`src/rtl/key_debounce_event_pkg.sv`:
```
// Shared definitions for the key debouncer and its ms prescaler: state
// encodings, counter width and the default 1 ms terminal count at 50 MHz.
package key_debounce_event_pkg;

  localparam logic [15:0] T1MS_DEFAULT = 16'd49_999;
  localparam int unsigned MS_W         = 11;

  typedef enum logic [2:0] {
    S_IDLE       = 3'd0,
    S_DB_PRESS   = 3'd1,
    S_PRESSED    = 3'd2,
    S_LONG       = 3'd3,
    S_DB_RELEASE = 3'd4
  } state_e;

  // States in which the prescaler and ms counter are allowed to advance.
  function automatic logic state_is_timed(state_e s);
    return (s == S_DB_PRESS) || (s == S_PRESSED) || (s == S_DB_RELEASE);
  endfunction

endpackage

```
`src/rtl/ms_tick_gen.sv`:
```
// Free-running 1 ms prescaler with synchronous clear; tick_o pulses for one
// clock on the T1MS -> 0 wrap.
module ms_tick_gen
  import key_debounce_event_pkg::*;
#(
  parameter logic [15:0] T1MS = T1MS_DEFAULT
) (
  input  logic CLK,
  input  logic RSTn,
  input  logic clr_i,
  output logic tick_o
);

  logic [15:0] pres_q, pres_d;

  // NOTE: every combinational output gets a default first so no path leaves it unassigned, which would infer a latch.
  always_comb begin
    pres_d = pres_q + 16'd1;
    if (clr_i || (pres_q == T1MS)) begin
      pres_d = '0;
    end
  end

  assign tick_o = !clr_i && (pres_q == T1MS);

  // NOTE: sequential state is updated with non-blocking assignments so all flops sample pre-edge values.
  always_ff @(posedge CLK or negedge RSTn) begin
    if (!RSTn) begin
      pres_q <= '0;
    end else begin
      pres_q <= pres_d;
    end
  end

endmodule

```
`src/rtl/key_debounce_event.sv`:
```
// Debounces an active-low, bouncy push-button and emits registered one-cycle
// press, release and long-press strobes plus the debounced level.
module key_debounce_event
  import key_debounce_event_pkg::*;
#(
  parameter logic [15:0]     T1MS        = T1MS_DEFAULT,
  parameter logic [MS_W-1:0] DEBOUNCE_MS = 11'd10,
  parameter logic [MS_W-1:0] LONG_MS     = 11'd1000
) (
  input  logic CLK,
  input  logic RSTn,
  input  logic Key_In,
  output logic Press_Sig,
  output logic Release_Sig,
  output logic Long_Sig,
  output logic Key_State
);

  logic [1:0]      sync_q;
  logic            ks;
  state_e          state_q, state_d;
  logic [MS_W-1:0] ms_q, ms_d;
  logic            long_done_q, long_done_d;
  logic            key_state_q, key_state_d;
  logic            press_q, press_d;
  logic            release_q, release_d;
  logic            long_q, long_d;
  logic            cnt_clr;
  logic            ms_tick;

  assign ks = sync_q[1];

  // Counters restart on every state change and idle outside the timed states.
  assign cnt_clr = (state_d != state_q) || !state_is_timed(state_q);

  ms_tick_gen #(.T1MS(T1MS)) u_ms_tick (
    .CLK    (CLK),
    .RSTn   (RSTn),
    .clr_i  (cnt_clr),
    .tick_o (ms_tick)
  );

  always_comb begin
    state_d     = state_q;
    long_done_d = long_done_q;
    key_state_d = key_state_q;
    press_d     = 1'b0;
    release_d   = 1'b0;
    long_d      = 1'b0;
    case (state_q)
      S_IDLE: begin
        if (!ks) state_d = S_DB_PRESS;
      end
      S_DB_PRESS: begin
        if (ks) begin
          state_d = S_IDLE;
        end else if (ms_q == DEBOUNCE_MS) begin
          press_d     = 1'b1;
          key_state_d = 1'b1;
          long_done_d = 1'b0;
          state_d     = S_PRESSED;
        end
      end
      S_PRESSED: begin
        // Release is checked first so it beats a coincident long-press.
        if (ks) begin
          state_d = S_DB_RELEASE;
        end else if (ms_q == LONG_MS) begin
          long_d      = 1'b1;
          long_done_d = 1'b1;
          state_d     = S_LONG;
        end
      end
      S_LONG: begin
        if (ks) state_d = S_DB_RELEASE;
      end
      S_DB_RELEASE: begin
        if (!ks) begin
          state_d = long_done_q ? S_LONG : S_PRESSED;
        end else if (ms_q == DEBOUNCE_MS) begin
          release_d   = 1'b1;
          key_state_d = 1'b0;
          state_d     = S_IDLE;
        end
      end
      default: state_d = S_IDLE;
    endcase
  end

  always_comb begin
    ms_d = ms_q;
    if (cnt_clr) begin
      ms_d = '0;
    end else if (ms_tick && (ms_q != '1)) begin
      ms_d = ms_q + 1'b1;
    end
  end

  always_ff @(posedge CLK or negedge RSTn) begin
    if (!RSTn) begin
      sync_q      <= 2'b11;
      state_q     <= S_IDLE;
      ms_q        <= '0;
      long_done_q <= 1'b0;
      key_state_q <= 1'b0;
      press_q     <= 1'b0;
      release_q   <= 1'b0;
      long_q      <= 1'b0;
    end else begin
      sync_q      <= {sync_q[0], Key_In};
      state_q     <= state_d;
      ms_q        <= ms_d;
      long_done_q <= long_done_d;
      key_state_q <= key_state_d;
      press_q     <= press_d;
      release_q   <= release_d;
      long_q      <= long_d;
    end
  end

  assign Press_Sig   = press_q;
  assign Release_Sig = release_q;
  assign Long_Sig    = long_q;
  assign Key_State   = key_state_q;

endmodule

```
`config.mk`:
```
export PLATFORM = sky130hd
export DESIGN_NAME = key_debounce_event
export DESIGN_NICKNAME = d
export VERILOG_FILES = /design/src/rtl/key_debounce_event_pkg.sv /design/src/rtl/ms_tick_gen.sv /design/src/rtl/key_debounce_event.sv
export SDC_FILE = /design/constraint.sdc
export NUM_CORES = 1
export LEC_CHECK = 0
export CORE_MARGIN = 5
export CORE_UTILIZATION = 35
export CTS_BUF_LIST = sky130_fd_sc_hd__clkbuf_16
export DETAILED_ROUTE_END_ITERATION = 6
export GPL_TIMING_DRIVEN = 0
export REMOVE_ABC_BUFFERS = 1
export SKIP_CTS_REPAIR_TIMING = 1
export SYNTH_ARGS = -nofsm -noshare
export SYNTH_HDL_FRONTEND = slang
export SYNTH_SLANG_ARGS = --single-unit
```
`constraint.sdc`:
```
create_clock -name CLK -period 2.2 [get_ports CLK]
set_input_delay 0.33 -clock CLK [delete_from_list [all_inputs] [get_ports CLK]]
set_output_delay 0.33 -clock CLK [all_outputs]
set_load 0.02 [all_outputs]
```
==> summary.txt, run 1 <==
Setup path
  • Worst path required time: 2380 ps
  • CP max-delay cell: sky130_fd_sc_hd__dfrtp_1
  • Critical path launch point type: register
  • Crit path from: ms_q[0]
  • Crit Reg-Reg Startpoint: ms_q[0]
  • Top Family by Delay on Critical Path: compound AO/OA/AOI/OAI gates
  • Element type at the critical path end: register
  • Delay contributed by the slowest stage of the critical path: 370 ps
  • WS Path Type: reg2reg
  • Max FO, Critical Path: 27
  • Cell chain of the critical path: inv_1 > ha_1 > nor3b_1 > and3_1 > o32a_1 > a21o_4 > nor3_1
  • Number of buffer and inverter instances along the worst setup path: 1
  • Data arrival time of the critical path: 2190 ps

Route
  • Post-route DRC violation count: 0
  • WL/cell: 12.9 µm
  • Post-route ant nets: 0
  • Initial DRT Pass Iterations: 4
  • Routed WL: 3.62 mm
  • Vias per cell: 5.09
  • Iteration-0 DRC Markers: 72
  • Number of vias after detailed routing: 1435

Die
  • Count of standard-cell rows: 26
  • Floorplan core area: 0.00517 mm²
  • Initial core utilization: 0.367
  • Vertical die dimension: 83.6 µm
  • Count of boundary I/O pins: 7
  • Floorplan die area: 0.00700 mm²
  • Overall die width: 83.6 µm

Clock tree
  • Total CTS buffers: 5
  • Sinks on Clock Net: 37
  • Clock tree buffer depth: 2
  • Clock tree from TritonCTS: done
  • Worst-skew pair later-pin latency: 280 ps
  • Clock root buffer master: sky130_fd_sc_hd__clkbuf_16
  • Clock transition at path regs: 60 ps
  • CTS H-tree lvls: 2

Final layout
  • Summed area of non-filler cells in the final layout: 0.00226 mm²
  • Final #Nets: 218
  • Number of filler cells placed in the layout: 493
  • Area added between synthesis and finish: 19.1%
  • Ant. Diodes: 0
  • Share of cells above drive strength 1: 0.108

Synth
  • Dominant synthesized flop cell: sky130_fd_sc_hd__dfrtp_1
  • Syn. warnings: 0
  • FF+latch count, synth: 37
  • Number of synthesized flops with an enable pin: 0
  • Synth Area per Inst: 9.44 µm²
  • Cell Area, Synth: 0.00190 mm²
  • Share of the synthesized area in the top cell type: 0.461
  • Synth Instances: 201
  • Portion of the post-synthesis area used by sequential elements: 0.489
  • Largest cells by area after synthesis: sky130_fd_sc_hd__dfrtp_1, sky130_fd_sc_hd__nor2_1, sky130_fd_sc_hd__xor2_1, sky130_fd_sc_hd__xnor2_1, sky130_fd_sc_hd__nand3_1
  • Cell taking the most area after synthesis: sky130_fd_sc_hd__dfrtp_1
  • Async SR Flop Fraction: 1.00
  • Distinct cell type count of the synthesized netlist: 37
  • Top post-synthesis cells by count: sky130_fd_sc_hd__dfrtp_1, sky130_fd_sc_hd__nor2_1, sky130_fd_sc_hd__nand2_1, sky130_fd_sc_hd__nand3_1, sky130_fd_sc_hd__nor3_1
  • Leading cell type by number of instances after synthesis: sky130_fd_sc_hd__dfrtp_1

Global route
  • Initial antenna violation count: 0
  • Grt ovf: 0
  • GRT Total Usage: 0.111
  • Maximum number of pins on one net before global-route repair: 38
  • Global-route wire length before repair: 6.35 mm
  • Vias in the first global route: 1373

Timing
  • Final worst clock skew: 4.71 ps
  • Final hold violation count: 0
  • Tightest slew margin relative to the limit: 0.449
  • Setup violations, final: 0
  • RSZ-0062 raised after global routing: no
  • Slew at the pin closest to its max-slew limit: 827 ps
  • Worst setup margin: 189 ps
  • Min Tclk post-route: 2010 ps
  • Final period util: 0.914
  • Fmax: 497 MHz
  • Fin. max-slew vios: 0

Power
  • Post-layout total power: 1.66 mW
  • Switching pwr: 0.311 mW
  • Fraction of power spent switching nets: 0.187
  • Highest ir drop seen on vdd: 0.475 mV
  • Sequential cell fraction of total power: 0.420
  • Part of the total power dissipated in combinational logic: 0.031
  • Pwr/cell area: 735 mW/mm²
  • Relative contribution of the clock network to total power: 0.549
  • Leakage: 0.904 nW
  • Int Power: 1.35 mW

Flow run
  • Max-capacitance violation count: 0

Place
  • Post-detailed-placement half-perimeter wirelength: 2.23 mm
  • Global placer's final weighted congestion: 0.814
  • Count of buffers from port buffering: 6
  • Place WS: -346 ps
  • Cell area reported after detailed placement: 0.00200 mm²

Status
  • Run status: finished, final reports clean

Min path
  • Worst hold-check path type: in2async
-- final cells by class --
type	count	area, µm²	share of cell area
clock inverter	3	65.1	0.0288
timing repair buffer	12	113	0.0498
sequential	37	928	0.411
inverter	6	22.5	0.00997
tap	70	87.6	0.0388
multi-input combinational	149	918	0.406
clock buffer	5	125	0.0554
-- through the flow --
stage	std cells	TNS, ps	utilization	hold WS, ps
2_1_floorplan	192	-40.2	-	34.4
3_3_place_gp	268	-7240	0.388	352
3_5_place_dp	268	-4840	0.388	353
4_1_cts	276	-4750	0.424	186
5_1_grt	282	0	0.437	239
6_report	282	0	0.437	143
-- registers in the layout, summed over array words and instances, names as in the netlist --
signal	flops
Key_State	1
Long_Sig	1
Press_Sig	1
Release_Sig	1
long_done_q	1
ms_q	11
state_q	3
sync_q	2
u_ms_tick.pres_q	16
-- worst reg2reg max path, cell delays in order (launching register included) --
cell and delay [ps]:
sky130_fd_sc_hd__dfrtp_1 370, sky130_fd_sc_hd__inv_1 90, sky130_fd_sc_hd__ha_1 200, sky130_fd_sc_hd__nor3b_1 150, sky130_fd_sc_hd__and3_1 200, sky130_fd_sc_hd__o32a_1 350, sky130_fd_sc_hd__a21o_4 290, sky130_fd_sc_hd__nor3_1 280
-- worst paths after layout --
kind | endpoint | slack, ps | depth (start not counted)
setup / recovery | u_ms_tick.pres_q[14] | 190 | 7
hold / removal | u_ms_tick.pres_q[2] | 140 | 1
setup reg to reg | u_ms_tick.pres_q[14] | 190 | 7
hold reg to reg | sync_q[1] | 360 | 0
max in group asynchronous | state_q[2] | 1520 | 1
min in group CLK | sync_q[1] | 360 | 0
-- cell families after synthesis --
family	share of synthesized area
AOI/OAI and AO/OA	0.0600
xor gates and xnor gates	0.0969
adders and majority gates	0.0264
buffers and inverters	0.0310
DFF	0.489
muxes	0.00527
and+or+nand+nor	0.291
-- metal layers --
metal	vias to the layer above	GRT usage	share of wire
met5	-	0	0
met2	22	0.156	0.45
met3	7	0.0306	0.030
met1	689	0.153	0.50
li1	717	-	-
met4	0	0.0585	0.020
-- power groups by stage --
| stage | clock (mW) | combinational, mW | sequential [mW] |
|---|---|---|---|
| global placement | 0 | 0.0514 | 0.710 |
| finish | 0.913 | 0.0509 | 0.698 |
| global route | 0.972 | 0.0603 | 0.699 |
| floorplan | 0 | 0.0265 | 0.707 |
| detailed placement | 0 | 0.0510 | 0.710 |
| CTS | 0.935 | 0.0512 | 0.698 |
-- cell usage in the layout (no fill, tap or decap), types with 6 or more instances in the layout --
| cell | n |
|---|---|
| sky130_fd_sc_hd__dfrtp_1 | 35 |
| sky130_fd_sc_hd__nor3_1 | 13 |
| sky130_fd_sc_hd__a21oi_1 | 6 |
| sky130_fd_sc_hd__xor2_1 | 12 |
| sky130_fd_sc_hd__xnor2_1 | 9 |
| sky130_fd_sc_hd__nand2_1 | 16 |
| sky130_fd_sc_hd__nand4_1 | 8 |
| sky130_fd_sc_hd__nor2_1 | 30 |
| sky130_fd_sc_hd__nand3_1 | 13 |
| sky130_fd_sc_hd__inv_1 | 6 |
Power figures use the tool's default switching activity.
==> inputs of run 2 (changes only) <==
Settings changed: CORE_ASPECT_RATIO set to 0.6.
==> summary.txt, run 2 (synthesis gave the netlist of run 1 again) <==
Status
  • Run status: finished, final reports clean

Route
  • Post-route DRC violation count: 0
  • Post-route ant nets: 0
  • Initial DRT Pass Iterations: 4
  • WL/cell: 13.1 µm
  • Number of vias after detailed routing: 1389
  • Vias per cell: 5.05
  • Routed WL: 3.61 mm
  • Iteration-0 DRC Markers: 57

Timing
  • RSZ-0062 raised after global routing: no
  • Fin. max-slew vios: 0
  • Setup violations, final: 0
  • Worst setup margin: 158 ps
  • Fmax: 490 MHz
  • Slew at the pin closest to its max-slew limit: 824 ps
  • Tightest slew margin relative to the limit: 0.450
  • Final period util: 0.928
  • Min Tclk post-route: 2040 ps
  • Final worst clock skew: 2.43 ps
  • Final hold violation count: 0
  • Hold slack final: 150 ps

Clock tree
  • Clock root buffer master: sky130_fd_sc_hd__clkbuf_16
  • Clock tree buffer depth: 2
  • Sinks on Clock Net: 37
  • Clock tree from TritonCTS: done
  • CTS H-tree lvls: 2
  • Worst-skew pair later-pin latency: 270 ps
  • Total CTS buffers: 5
  • Clock transition at path regs: 50 ps

Setup path
  • Critical path launch point type: register
  • End point of the critical path: ms_q[8]
  • Crit Reg-Reg Startpoint: u_ms_tick.pres_q[12]
  • Worst-case register-to-register setup slack: 160 ps
  • Max FO, Critical Path: 6
  • Crit path from: u_ms_tick.pres_q[12]
  • Crit Reg-Reg Endpoint: ms_q[8]
  • Worst path required time: 2390 ps
  • Data arrival time of the critical path: 2230 ps
  • Element type at the critical path end: register
  • WS Path Type: reg2reg
  • Cell count of the worst reg-to-reg path: 5

Power
  • Post-layout total power: 1.40 mW
  • Highest ir drop seen on vdd: 0.262 mV
  • Leakage: 0.865 nW
  • Pwr/cell area: 645 mW/mm²

Final layout
  • Final #Nets: 216
  • Flip-flop and latch area: 928 µm²
  • Share of cells above drive strength 1: 0.0861
  • Largest register by flop count: u_ms_tick.pres_q
  • Summed area of non-filler cells in the final layout: 0.00217 mm²
  • Number of filler cells placed in the layout: 514
  • Leading cell types in the layout, fill and taps excluded: sky130_fd_sc_hd__dfrtp_1, sky130_fd_sc_hd__nor2_1, sky130_fd_sc_hd__nand2_1
  • Top flop regs: u_ms_tick.pres_q (16), ms_q (11), state_q (3)
  • Ant. Diodes: 0
  • Area added between synthesis and finish: 14.3%
  • Most common cell after layout, fill and taps aside: sky130_fd_sc_hd__dfrtp_1
  • Flip-flop count of the largest register after layout: 16
  • Area taken by multi-input logic gates: 918 µm²

Place
  • Post-detailed-placement half-perimeter wirelength: 2.38 mm
  • Place WS: -352 ps
  • Global placer's final weighted congestion: 0.761
  • Cell area reported after detailed placement: 0.00200 mm²
  • Count of buffers from port buffering: 6

Die
  • Count of standard-cell rows: 20
  • Count of boundary I/O pins: 7
  • Floorplan core area: 0.00515 mm²
  • Initial core utilization: 0.368
  • Floorplan die area: 0.00704 mm²
  • Vertical die dimension: 67.0 µm
  • Overall die width: 105 µm

Flow run
  • Max-capacitance violation count: 0

Global route
  • Vias in the first global route: 1284
  • GRT Total Usage: 0.112
  • Maximum number of pins on one net before global-route repair: 38
  • Initial antenna violation count: 0
  • Global-route wire length before repair: 6.20 mm
  • Grt ovf: 0

Min path
  • Worst hold-check path type: in2async
run 2: cell count changes in the layout (fill, tap and decap cells not counted), sizes merged:
cell    before  now
buf          7    5
bufinv       2    0
inv          6    7
run 2: layout make-up:
| cell class | count | share of cell area |
|---|---|---|
| flip-flops and latches | 37 | 0.428 |
| clock buffers | 5 | 0.0577 |
| clock inverters | 2 | 0.00346 |
| well taps | 66 | 0.0381 |
| multi-input cells | 149 | 0.423 |
| repair buffers | 10 | 0.0392 |
| inverters | 6 | 0.0104 |
run 2: how the worst min path moves through the flow:
| stage | startpoint | endpoint | cells past startpoint |
|---|---|---|---|
| after floorplan | RSTn | Key_State | 0 |
| after global placement | sync_q[0] | sync_q[1] | 0 |
| after detailed placement | sync_q[0] | sync_q[1] | 0 |
| after CTS | RSTn | u_ms_tick.pres_q[2] | 1 |
| after global routing | RSTn | u_ms_tick.pres_q[2] | 1 |
| final | RSTn | u_ms_tick.pres_q[2] | 1 |
run 2: routing by layer:
metal,GRT usage,wire (µm),vias up
met1,0.172,2080,655
met3,0.0281,124,5
li1,-,-,707
met4,0.0431,36,0
met5,0,0,-
met2,0.147,1370,22
run 2: critical path, stage by stage (launching register included):
cell	delay [ps]
sky130_fd_sc_hd__dfrtp_1	420
sky130_fd_sc_hd__or4_4	560
sky130_fd_sc_hd__nor4_4	300
sky130_fd_sc_hd__and3_1	350
sky130_fd_sc_hd__a31oi_1	130
sky130_fd_sc_hd__a211oi_2	200
run 2: through the flow:
step                TNS [ps]  utilization  std cells
floorplan              -40.2            -        192
CTS                    -5220        0.414        271
global placement       -8620        0.389        264
global route               0        0.421        275
detailed placement     -4820        0.388        264
finish                     0        0.421        275
run 2: where the power goes:
| group | switching (mW) | internal [mW] | total [mW] | leakage [nW] |
|---|---|---|---|---|
| Combinational | 0.0359 | 0.0158 | 0.0517 | 0.289 |
| Clock | 0.246 | 0.404 | 0.650 | 0.0685 |
| Sequential | 0.00952 | 0.689 | 0.698 | 0.508 |
| Total | 0.291 | 1.11 | 1.40 | 0.865 |
